--- config.mk ---
export PLATFORM = sky130hd
export DESIGN_NAME = board_pixel_fetch_flat
export DESIGN_NICKNAME = d
export VERILOG_FILES = /design/src/rtl/board_pixel_fetch_if.sv /design/src/rtl/board_pixel_fetch.sv /design/src/flat_wrapper.sv
export SDC_FILE = /design/constraint.sdc
export NUM_CORES = 1
export LEC_CHECK = 0
export CAP_MARGIN = 25
export CORE_MARGIN = 2
export CORE_UTILIZATION = 45
export CTS_CLUSTER_DIAMETER = 120
export CTS_CLUSTER_SIZE = 14
export DETAILED_ROUTE_END_ITERATION = 10
export PLACE_DENSITY_LB_ADDON = 0.15
export SYNTH_ARGS = -nofsm -noshare
export SYNTH_HDL_FRONTEND = slang
export SYNTH_SLANG_ARGS = --single-unit
--- constraint.sdc ---
create_clock -name Clk -period 9.7 [get_ports Clk]
set_input_delay 1.94 -clock Clk [delete_from_list [all_inputs] [get_ports Clk]]
set_output_delay 1.94 -clock Clk [all_outputs]
set_load 0.005 [all_outputs]
--- src/rtl/board_pixel_fetch_if.sv ---
// board_pixel_fetch_if: pixel, cell-write, query and ROM-side signals of the playfield fetcher
//   master: VGA/game side drives DrawX/DrawY, write, clear and query; receives ROM drive and status
//   slave : board_pixel_fetch
interface board_pixel_fetch_if;
  logic [9:0] DrawX;
  logic [9:0] DrawY;
  logic       wr_en;
  logic [3:0] wr_col;
  logic [4:0] wr_row;
  logic [2:0] wr_type;
  logic       clear_req;
  logic [3:0] q_col;
  logic [4:0] q_row;
  logic [2:0] q_type;
  logic       busy;
  logic [2:0] blockType;
  logic [9:0] read_address;
  logic       color_valid;
  modport master (
    output DrawX, DrawY, wr_en, wr_col, wr_row, wr_type, clear_req, q_col, q_row,
    input  q_type, busy, blockType, read_address, color_valid
  );
  modport slave (
    input  DrawX, DrawY, wr_en, wr_col, wr_row, wr_type, clear_req, q_col, q_row,
    output q_type, busy, blockType, read_address, color_valid
  );
endinterface

--- src/rtl/board_pixel_fetch.sv ---
// board_pixel_fetch: playfield cell store feeding the BlockColor sprite ROM, with query port and clear engine
//   Clk, Reset_n : clock, asynchronous active-low reset (starts a full board clear)
//   bus (slave)  : DrawX/DrawY in, blockType/read_address/color_valid out (3-cycle aligned),
//                  cell write, cell query (1-cycle), clear_req/busy
module board_pixel_fetch #(
  parameter int unsigned BOARD_X0 = 240,
  parameter int unsigned BOARD_Y0 = 80,
  parameter int unsigned COLS     = 10,
  parameter int unsigned ROWS     = 20
) (
  input logic           Clk,
  input logic           Reset_n,
  board_pixel_fetch_if.slave bus
);
  localparam int unsigned N  = COLS * ROWS;
  localparam int unsigned AW = $clog2(N);
  typedef enum logic {IDLE, CLEAR} state_t;
  state_t        state_q;
  logic [AW-1:0] idx_q;
  logic [2:0]    cells [N];
  logic [3:0]    col_s1_q;
  logic [4:0]    row_s1_q;
  logic [7:0]    off_s1_q;
  logic          inb_s1_q;
  logic          vld_s2_q;
  logic [7:0]    dx;
  logic [8:0]    dy;
  logic          in_board;
  logic          wr_ok;
  logic          q_ok;
  logic [AW-1:0] pix_idx;
  logic [AW-1:0] q_idx;
  logic [AW-1:0] wr_idx;
  // Pixels left of / above the origin wrap here; in_board masks them
  assign dx       = 8'(bus.DrawX - 10'(BOARD_X0));
  assign dy       = 9'(bus.DrawY - 10'(BOARD_Y0));
  assign in_board = bus.DrawX >= 10'(BOARD_X0) && bus.DrawX < 10'(BOARD_X0 + COLS * 16) &&
                    bus.DrawY >= 10'(BOARD_Y0) && bus.DrawY < 10'(BOARD_Y0 + ROWS * 16);
  assign pix_idx  = AW'(row_s1_q * COLS + col_s1_q);
  assign q_idx    = AW'(bus.q_row * COLS + bus.q_col);
  assign wr_idx   = AW'(bus.wr_row * COLS + bus.wr_col);
  assign q_ok     = bus.q_col < 4'(COLS) && bus.q_row < 5'(ROWS);
  // A clear request in the same cycle wins over the write
  assign wr_ok    = state_q == IDLE && bus.wr_en && !bus.clear_req &&
                    bus.wr_col < 4'(COLS) && bus.wr_row < 5'(ROWS);
  assign bus.busy = state_q == CLEAR;
  // Cell array has no reset; the clear engine zeroes it after every reset
  always_ff @(posedge Clk) begin
    if (state_q == CLEAR) cells[idx_q] <= '0;
    else if (wr_ok) cells[wr_idx] <= bus.wr_type;
  end
  always_ff @(posedge Clk or negedge Reset_n) begin
    if (!Reset_n) begin
      state_q          <= CLEAR;
      idx_q            <= '0;
      col_s1_q         <= '0;
      row_s1_q         <= '0;
      off_s1_q         <= '0;
      inb_s1_q         <= 1'b0;
      vld_s2_q         <= 1'b0;
      bus.blockType    <= '0;
      bus.read_address <= '0;
      bus.color_valid  <= 1'b0;
      bus.q_type       <= '0;
    end else begin
      if (state_q == IDLE) begin
        if (bus.clear_req) begin
          state_q <= CLEAR;
          idx_q   <= '0;
        end
      end else begin
        idx_q <= idx_q == AW'(N - 1) ? '0 : idx_q + 1'b1;
        if (idx_q == AW'(N - 1)) state_q <= IDLE;
      end
      col_s1_q         <= dx[7:4];
      row_s1_q         <= dy[8:4];
      off_s1_q         <= {dy[3:0], dx[3:0]};
      inb_s1_q         <= in_board;
      bus.blockType    <= inb_s1_q && !bus.busy ? cells[pix_idx] : '0;
      bus.read_address <= {2'b00, off_s1_q};
      vld_s2_q         <= inb_s1_q && !bus.busy;
      bus.color_valid  <= vld_s2_q;
      bus.q_type       <= q_ok && !bus.busy ? cells[q_idx] : '0;
    end
  end
endmodule

--- src/flat_wrapper.sv ---
// flat-port wrapper written by rule: the top's interface ports become plain ports
module board_pixel_fetch_flat 
#(
  parameter int unsigned BOARD_X0 = 240,
  parameter int unsigned BOARD_Y0 = 80,
  parameter int unsigned COLS     = 10,
  parameter int unsigned ROWS     = 20
)
  (Clk, Reset_n, bus_DrawX, bus_DrawY, bus_wr_en, bus_wr_col, bus_wr_row, bus_wr_type, bus_clear_req, bus_q_col, bus_q_row, bus_q_type, bus_busy, bus_blockType, bus_read_address, bus_color_valid);
  board_pixel_fetch_if bus_i ();
  input logic Clk;
  input logic Reset_n;
  input wire logic [$bits(bus_i.DrawX)-1:0] bus_DrawX;
  input wire logic [$bits(bus_i.DrawY)-1:0] bus_DrawY;
  input wire logic [$bits(bus_i.wr_en)-1:0] bus_wr_en;
  input wire logic [$bits(bus_i.wr_col)-1:0] bus_wr_col;
  input wire logic [$bits(bus_i.wr_row)-1:0] bus_wr_row;
  input wire logic [$bits(bus_i.wr_type)-1:0] bus_wr_type;
  input wire logic [$bits(bus_i.clear_req)-1:0] bus_clear_req;
  input wire logic [$bits(bus_i.q_col)-1:0] bus_q_col;
  input wire logic [$bits(bus_i.q_row)-1:0] bus_q_row;
  output wire logic [$bits(bus_i.q_type)-1:0] bus_q_type;
  output wire logic [$bits(bus_i.busy)-1:0] bus_busy;
  output wire logic [$bits(bus_i.blockType)-1:0] bus_blockType;
  output wire logic [$bits(bus_i.read_address)-1:0] bus_read_address;
  output wire logic [$bits(bus_i.color_valid)-1:0] bus_color_valid;
  assign bus_i.DrawX = bus_DrawX;
  assign bus_i.DrawY = bus_DrawY;
  assign bus_i.wr_en = bus_wr_en;
  assign bus_i.wr_col = bus_wr_col;
  assign bus_i.wr_row = bus_wr_row;
  assign bus_i.wr_type = bus_wr_type;
  assign bus_i.clear_req = bus_clear_req;
  assign bus_i.q_col = bus_q_col;
  assign bus_i.q_row = bus_q_row;
  assign bus_q_type = bus_i.q_type;
  assign bus_busy = bus_i.busy;
  assign bus_blockType = bus_i.blockType;
  assign bus_read_address = bus_i.read_address;
  assign bus_color_valid = bus_i.color_valid;
  board_pixel_fetch #(.BOARD_X0(BOARD_X0), .BOARD_Y0(BOARD_Y0), .COLS(COLS), .ROWS(ROWS)) u_core (.Clk(Clk), .Reset_n(Reset_n), .bus(bus_i));
endmodule
Word-level counts from Yosys, hierarchy flattened
Memory sizes are Yosys's and may differ from the RTL's.
Index checks and enable logic that the tools add are counted.
- equality and inequality tests: 1
- reductions and logical operators: 14
- bitwise logic cells: 1
- magnitude comparators: 8
- mux-type cells: 16
- add/sub/neg operators: 6
- $mul: 3
- operators with widths (cell ; number):
    8-bit 2-to-1 mux ; 4
    8-bit by 4-bit adder with 8-bit output ; 3
    5-bit by 3-bit multiplier with 7-bit output (second input constant) ; 3
    10-bit by 9-bit less-than comparator with 1-bit output (second input constant) ; 2
    10-bit by 7-bit >= comparator with 1-bit output (second input constant) ; 1
    10-bit by 8-bit >= comparator with 1-bit output (second input constant) ; 1
    1-bit logical AND ; 10
    5-bit less-than comparator (second input constant) ; 2
    1-bit 2-to-1 mux ; 9
    3-bit 2-to-1 mux ; 3
    9-bit by 7-bit subtractor with 9-bit output (second input constant) ; 1
    8-bit by 1-bit adder with 8-bit output (second input constant) ; 1
    8-bit equality test (second input constant) ; 1
    4-bit less-than comparator (second input constant) ; 2
    8-bit subtractor (second input constant) ; 1
    3-bit OR reduction ; 1
    1-bit logical NOT ; 2
    2-bit nonzero test ; 1
    1-bit NOT ; 1
- RAM bits: 600
- register bits after elaboration: 43
- bits of input ports: 45
- logic and storage cells: 61
- output and inout port bits: 18
- memories kept: 1
- memories (memory ; words ; bits a word ; rd ports ; clocked after memory_dff ; wr ports ; RTL line ; RTL):
    u_core.cells ; 200 ; 3 ; 2 ; 0 ; 1 ; board_pixel_fetch.sv:20 ; logic [2:0] cells [N];

Longest topological paths before layout
- depth in word-level cells: 10
- depth in mapped cells: 13

Worst setup path before layout
Ideal clock, no wire load.
- path type: in2reg
- start point: input port bus_clear_req
- end point: memory u_core.cells[0][0], data pin
- data arrival time: 5.302 ns
- required time: 8.975 ns
- cell stages on the path: 4
- buffers on the path: 1
- setup time: 0.725 ns
- slack: 3.673 ns
- cell sequence: nor2_1 -> and4_1 -> buf_2 -> and2_1
- longest elaborated chain between the ends: 9
- ends and longest elaborated chain (element ; RTL line ; RTL):
    start, declared ; flat_wrapper.sv:19 ; input wire logic [$bits(bus_i.clear_req)-1:0] bus_clear_req;
    1-bit logical NOT ; board_pixel_fetch.sv:44 ; assign wr_ok = state_q == IDLE && bus.wr_en && !bus.clear_req &&
    1-bit logical AND (2 in a row) ; board_pixel_fetch.sv:44 ;
    1-bit logical AND ; board_pixel_fetch.sv:45 ; bus.wr_col < 4'(COLS) && bus.wr_row < 5'(ROWS);
    1-bit 2-to-1 mux ; board_pixel_fetch.sv:50 ; else if (wr_ok) cells[wr_idx] <= bus.wr_type;
    1-bit 2-to-1 mux ; board_pixel_fetch.sv:49 ; if (state_q == CLEAR) cells[idx_q] <= '0;
    1-bit 2-to-1 mux (implied by the code) ; board_pixel_fetch.sv:50 ;
    3-bit OR reduction (no source line) ; -- ;
    3-bit 2-to-1 mux (no source line) ; -- ;
    end, declared ; board_pixel_fetch.sv:20 ;
Every way passes these cells.

Final worst setup path
- start point: input port bus_q_row[0]
- end point: register u_core.bus.q_type[0]
- longest elaborated chain between the ends: 4
- elaborated cells between the ends (all ways): 7
- classes of those cells: add/sub: 1; mul: 1; order compare: 1; mux: 1; reduce/logical: 2; memory: 1
- ends and longest elaborated chain (element ; RTL line ; RTL):
    start, declared ; flat_wrapper.sv:21 ; input wire logic [$bits(bus_i.q_row)-1:0] bus_q_row;
    5-bit by 3-bit multiplier with 7-bit output / 5-bit less-than comparator (equally long branches) ; board_pixel_fetch.sv:40, board_pixel_fetch.sv:42 ;
    8-bit by 4-bit adder with 8-bit output / 1-bit logical AND (equally long branches) ; board_pixel_fetch.sv:40, board_pixel_fetch.sv:42 ;
    memory read 200 x 3 bit / 1-bit logical AND (equally long branches) ; -- ;
    3-bit 2-to-1 mux * ; board_pixel_fetch.sv:83 ; bus.q_type <= q_ok && !bus.busy ? cells[q_idx] : '0;
    end signal, assigned ; board_pixel_fetch.sv:83 ;
    end, declared ; board_pixel_fetch_if.sv:25 ; output q_type, busy, blockType, read_address, color_valid
Every way passes the cells marked *; elsewhere a longest branch is shown, timed or not.
A chain may end at the register's enable or synchronous reset.

==> flow_metrics.env <==
export IMPL_pwr_share_clk=0.340
export IMPL_worst_ep_arrival_time_ps=6210
export IMPL_power_switching_share=0.259
export IMPL_yosys_area_share_simple=0.0558
export IMPL_postCtsHoldBufs=0
export IMPL_switchingPower_w=0.00152
export IMPL_synthTopCellsByArea="edfxtp_1, mux4_2, dfrtp_1, nor2_1, ha_1"
export IMPL_cts_max_path_buffers=3
export IMPL_coreArea_mm2=0.0698
export IMPL_viasPerCell=6.46
export IMPL_pwr_density_cell_mw_per_mm2=169
export IMPL_die_w_um=269
export IMPL_ios=63
export IMPL_yosysWarnings=0
export IMPL_antenna_found_initial=0
export IMPL_drive_above_1_share=0.254
export IMPL_die_h_um=269
export IMPL_yosys_top_cells_count="edfxtp_1, mux4_2, nor2_1"
export IMPL_start_kind="primary input"
export IMPL_required_ps=10200
export IMPL_min_period_ps=5710
export IMPL_port_buffers=60
export IMPL_grtUsageTotal=0.247
export IMPL_power_leakage_nw=11.6
export IMPL_dpl_hpwl_mm=57.5
export IMPL_path_max_fanout=47
export IMPL_cap_viol_max_count=0
export IMPL_ant_nets=0
export IMPL_fin_tns_setup_ps=0
export IMPL_muxShareOfSynthArea=0.261
export IMPL_hold_viol=0
export IMPL_placementRows=97
export IMPL_drt_iter0_drc=2128
export IMPL_setup_viol=0
export IMPL_synth_adder_area_share=0.0164
export IMPL_cts_resized_gates=0
export IMPL_finalCritPeriodShare=0.589
export IMPL_grt_start_max_net_pins=94
export IMPL_cts_num_sinks=643
export IMPL_power_frac_seq=0.511
export IMPL_finClkSkew_ps=13.7
export IMPL_gp_congestion=0.856
export IMPL_synth_xor_area_frac=0.00826
export IMPL_grt_pass1_vias=18471
export IMPL_drc_errors=0
export IMPL_max_freq_ghz=0.175
export IMPL_synth_seq_area_share=0.603
export IMPL_hold_class="reg -> reg"
export IMPL_num_antenna_cells=0
export IMPL_endpoint_kind="register"
export IMPL_worst_slew_pin_slew_ps=1040
export IMPL_first_pass_iters=5
export IMPL_rsz0062_at_grt="false"
export IMPL_cts_buffers=51
export IMPL_grt_pass1_wl_mm=131
export IMPL_htree_levels=2
export IMPL_wl_mm=89.0
export IMPL_synth_cell_type_count=71
export IMPL_post_cts_setup_buffers=0
export IMPL_internal_power_w=0.00435
export IMPL_status="completed"
export IMPL_synth_edff_count=600
export IMPL_cts_tree="done"
export IMPL_clock_latency_ps=620
export IMPL_holdWs_ps=350
export IMPL_synth_top_area_frac=0.569
export IMPL_routed_via_count=18208
export IMPL_ys_flop_type="edfxtp_1"
export IMPL_dieArea_mm2=0.0725
export IMPL_synthCells=1814
export IMPL_synthArstFlopShare=0.0669
export IMPL_synth_most_common_cell="edfxtp_1"
export IMPL_max_slew_margin_rel=0.309
export IMPL_synth_area_mm2=0.0317
export IMPL_path_clk_slew_ps=70
export IMPL_ys_seq_elements=643
export IMPL_critical_path_class="in -> reg"
export IMPL_avgSynthCellArea_um2=17.4
export IMPL_maxSlewViolCount=0
export IMPL_area_growth_pct=9.52
export IMPL_wl_per_cell_um=31.6
export IMPL_synth_top_family_by_area="multiplexers"
export IMPL_cts_root_buf="clkbuf_16"
export IMPL_grt_overflow=0
export IMPL_combPwrFrac=0.149
export IMPL_finish_net_count=1920
export IMPL_initial_core_util=0.454
export IMPL_synth_compound_area_share=0.0296
export IMPL_ir_drop_mv=0.120
export IMPL_synth_top_area_cell="edfxtp_1"
-- sequential cells by signal, summed over array words and instances, names as in the netlist --
name and flops:
u_core.bus.busy 1, u_core.bus.blockType 3, u_core.bus.read_address 8, u_core.col_s1_q 4, u_core.idx_q 8, u_core.row_s1_q 5
u_core.cells 600, u_core.inb_s1_q 1, u_core.off_s1_q 8, u_core.bus.color_valid 1, u_core.bus.q_type 3, u_core.vld_s2_q 1
-- worst max-delay path: stages --
cell,delay [ps]
clkdlybuf4s50_1,470
ha_4,200
fa_4,1160
buf_4,690
inv_1,530
mux4_2,330
mux2i_1,60
and3_1,220
a31o_1,190
o41ai_1,350
-- placed cells by master (no fill, tap or decap), drive strengths merged, types with 8 or more instances in the layout --
cell type      Yosys  routed
ha                32      32
mux2i             35      35
and2              11      11
xor2              10      10
nor3              11      11
nand2             96      96
o21ai             25      25
nand2b             9       9
clkdlybuf4s50      0      58
nor2             229     229
xnor2             12      12
edfxtp           600     600
clkbuf            61      97
dfrtp             42      42
a21oi             21      21
a31oi              8       8
inv               24      24
mux2              19      19
nor2b             12      12
nand3             22      22
buf               76      46
a211oi            15      15
mux4             342     342
-- per-stage QoR --
stage / util / setup WS [ps] / instances / instance area (um2) / power (W)
floorplan: - / 3670 / 1815 / 31700 / 0.00363
global placement: 0.475 / 3470 / 2723 / 33200 / 0.00393
detailed placement: 0.475 / 3370 / 2723 / 33200 / 0.00393
CTS: 0.497 / 4010 / 2818 / 34700 / 0.00590
global route: 0.497 / 3760 / 2819 / 34700 / 0.00604
finish: 0.497 / 3990 / 2819 / 34700 / 0.00587
-- cells by family (layout without fill, tap and decap cells) --
kind of cell | Yosys count | in the layout
and+or+nand+nor | 417 | 417
buffers and inverters | 161 | 225
muxes | 396 | 396
AOI/OAI and AO/OA | 133 | 133
DFF | 643 | 643
xor gates and xnor gates | 25 | 25
adders and majority gates | 38 | 38
other | 1 | 2
-- path summary, 6_finish.rpt --
kind / depth (start not counted) / slack (ps) / from / endpoint
max: 10 / 3990 / bus_q_row[0] / u_core.bus.q_type[0]$_DFF_PN0_
min: 0 / 350 / u_core.off_s1_q[7]$_DFF_PN0_ / u_core.bus.read_address[7]$_DFF_PN0_
max reg2reg: 11 / 5490 / u_core.row_s1_q[1]$_DFF_PN0_ / u_core.bus.blockType[2]$_DFF_PN0_
min reg2reg: 0 / 350 / u_core.off_s1_q[7]$_DFF_PN0_ / u_core.bus.read_address[7]$_DFF_PN0_
max in group asynchronous: 2 / 7760 / Reset_n / u_core.col_s1_q[0]$_DFF_PN0_
min in group asynchronous: 2 / 1440 / Reset_n / u_core.idx_q[3]$_DFFE_PN0P_
-- final cells by class --
class,instances,area (um2)
repair buffers,106,957
flip-flops and latches,643,19100
multi-input cells,1011,11900
clock buffers,95,1480
well taps,940,1180
inverters,24,90.1
fillers,5719,35100
-- power groups by stage --
stage,clock [W],sequential [W],combinational (W)
final,0.00200,0.00300,0.000876
after global routing,0.00213,0.00300,0.000917
after CTS,0.00202,0.00300,0.000877
after detailed placement,0,0.00306,0.000873
after global placement,0,0.00306,0.000869
after floorplan,0,0.00306,0.000578
-- per-layer routing --
metal  global-route usage  share of wire
met2                0.400           0.49
met1                0.351           0.41
met4               0.0626          0.025
met5                    0              0
met3               0.0425          0.083
No activity file was read; power rests on OpenSTA's default activity.
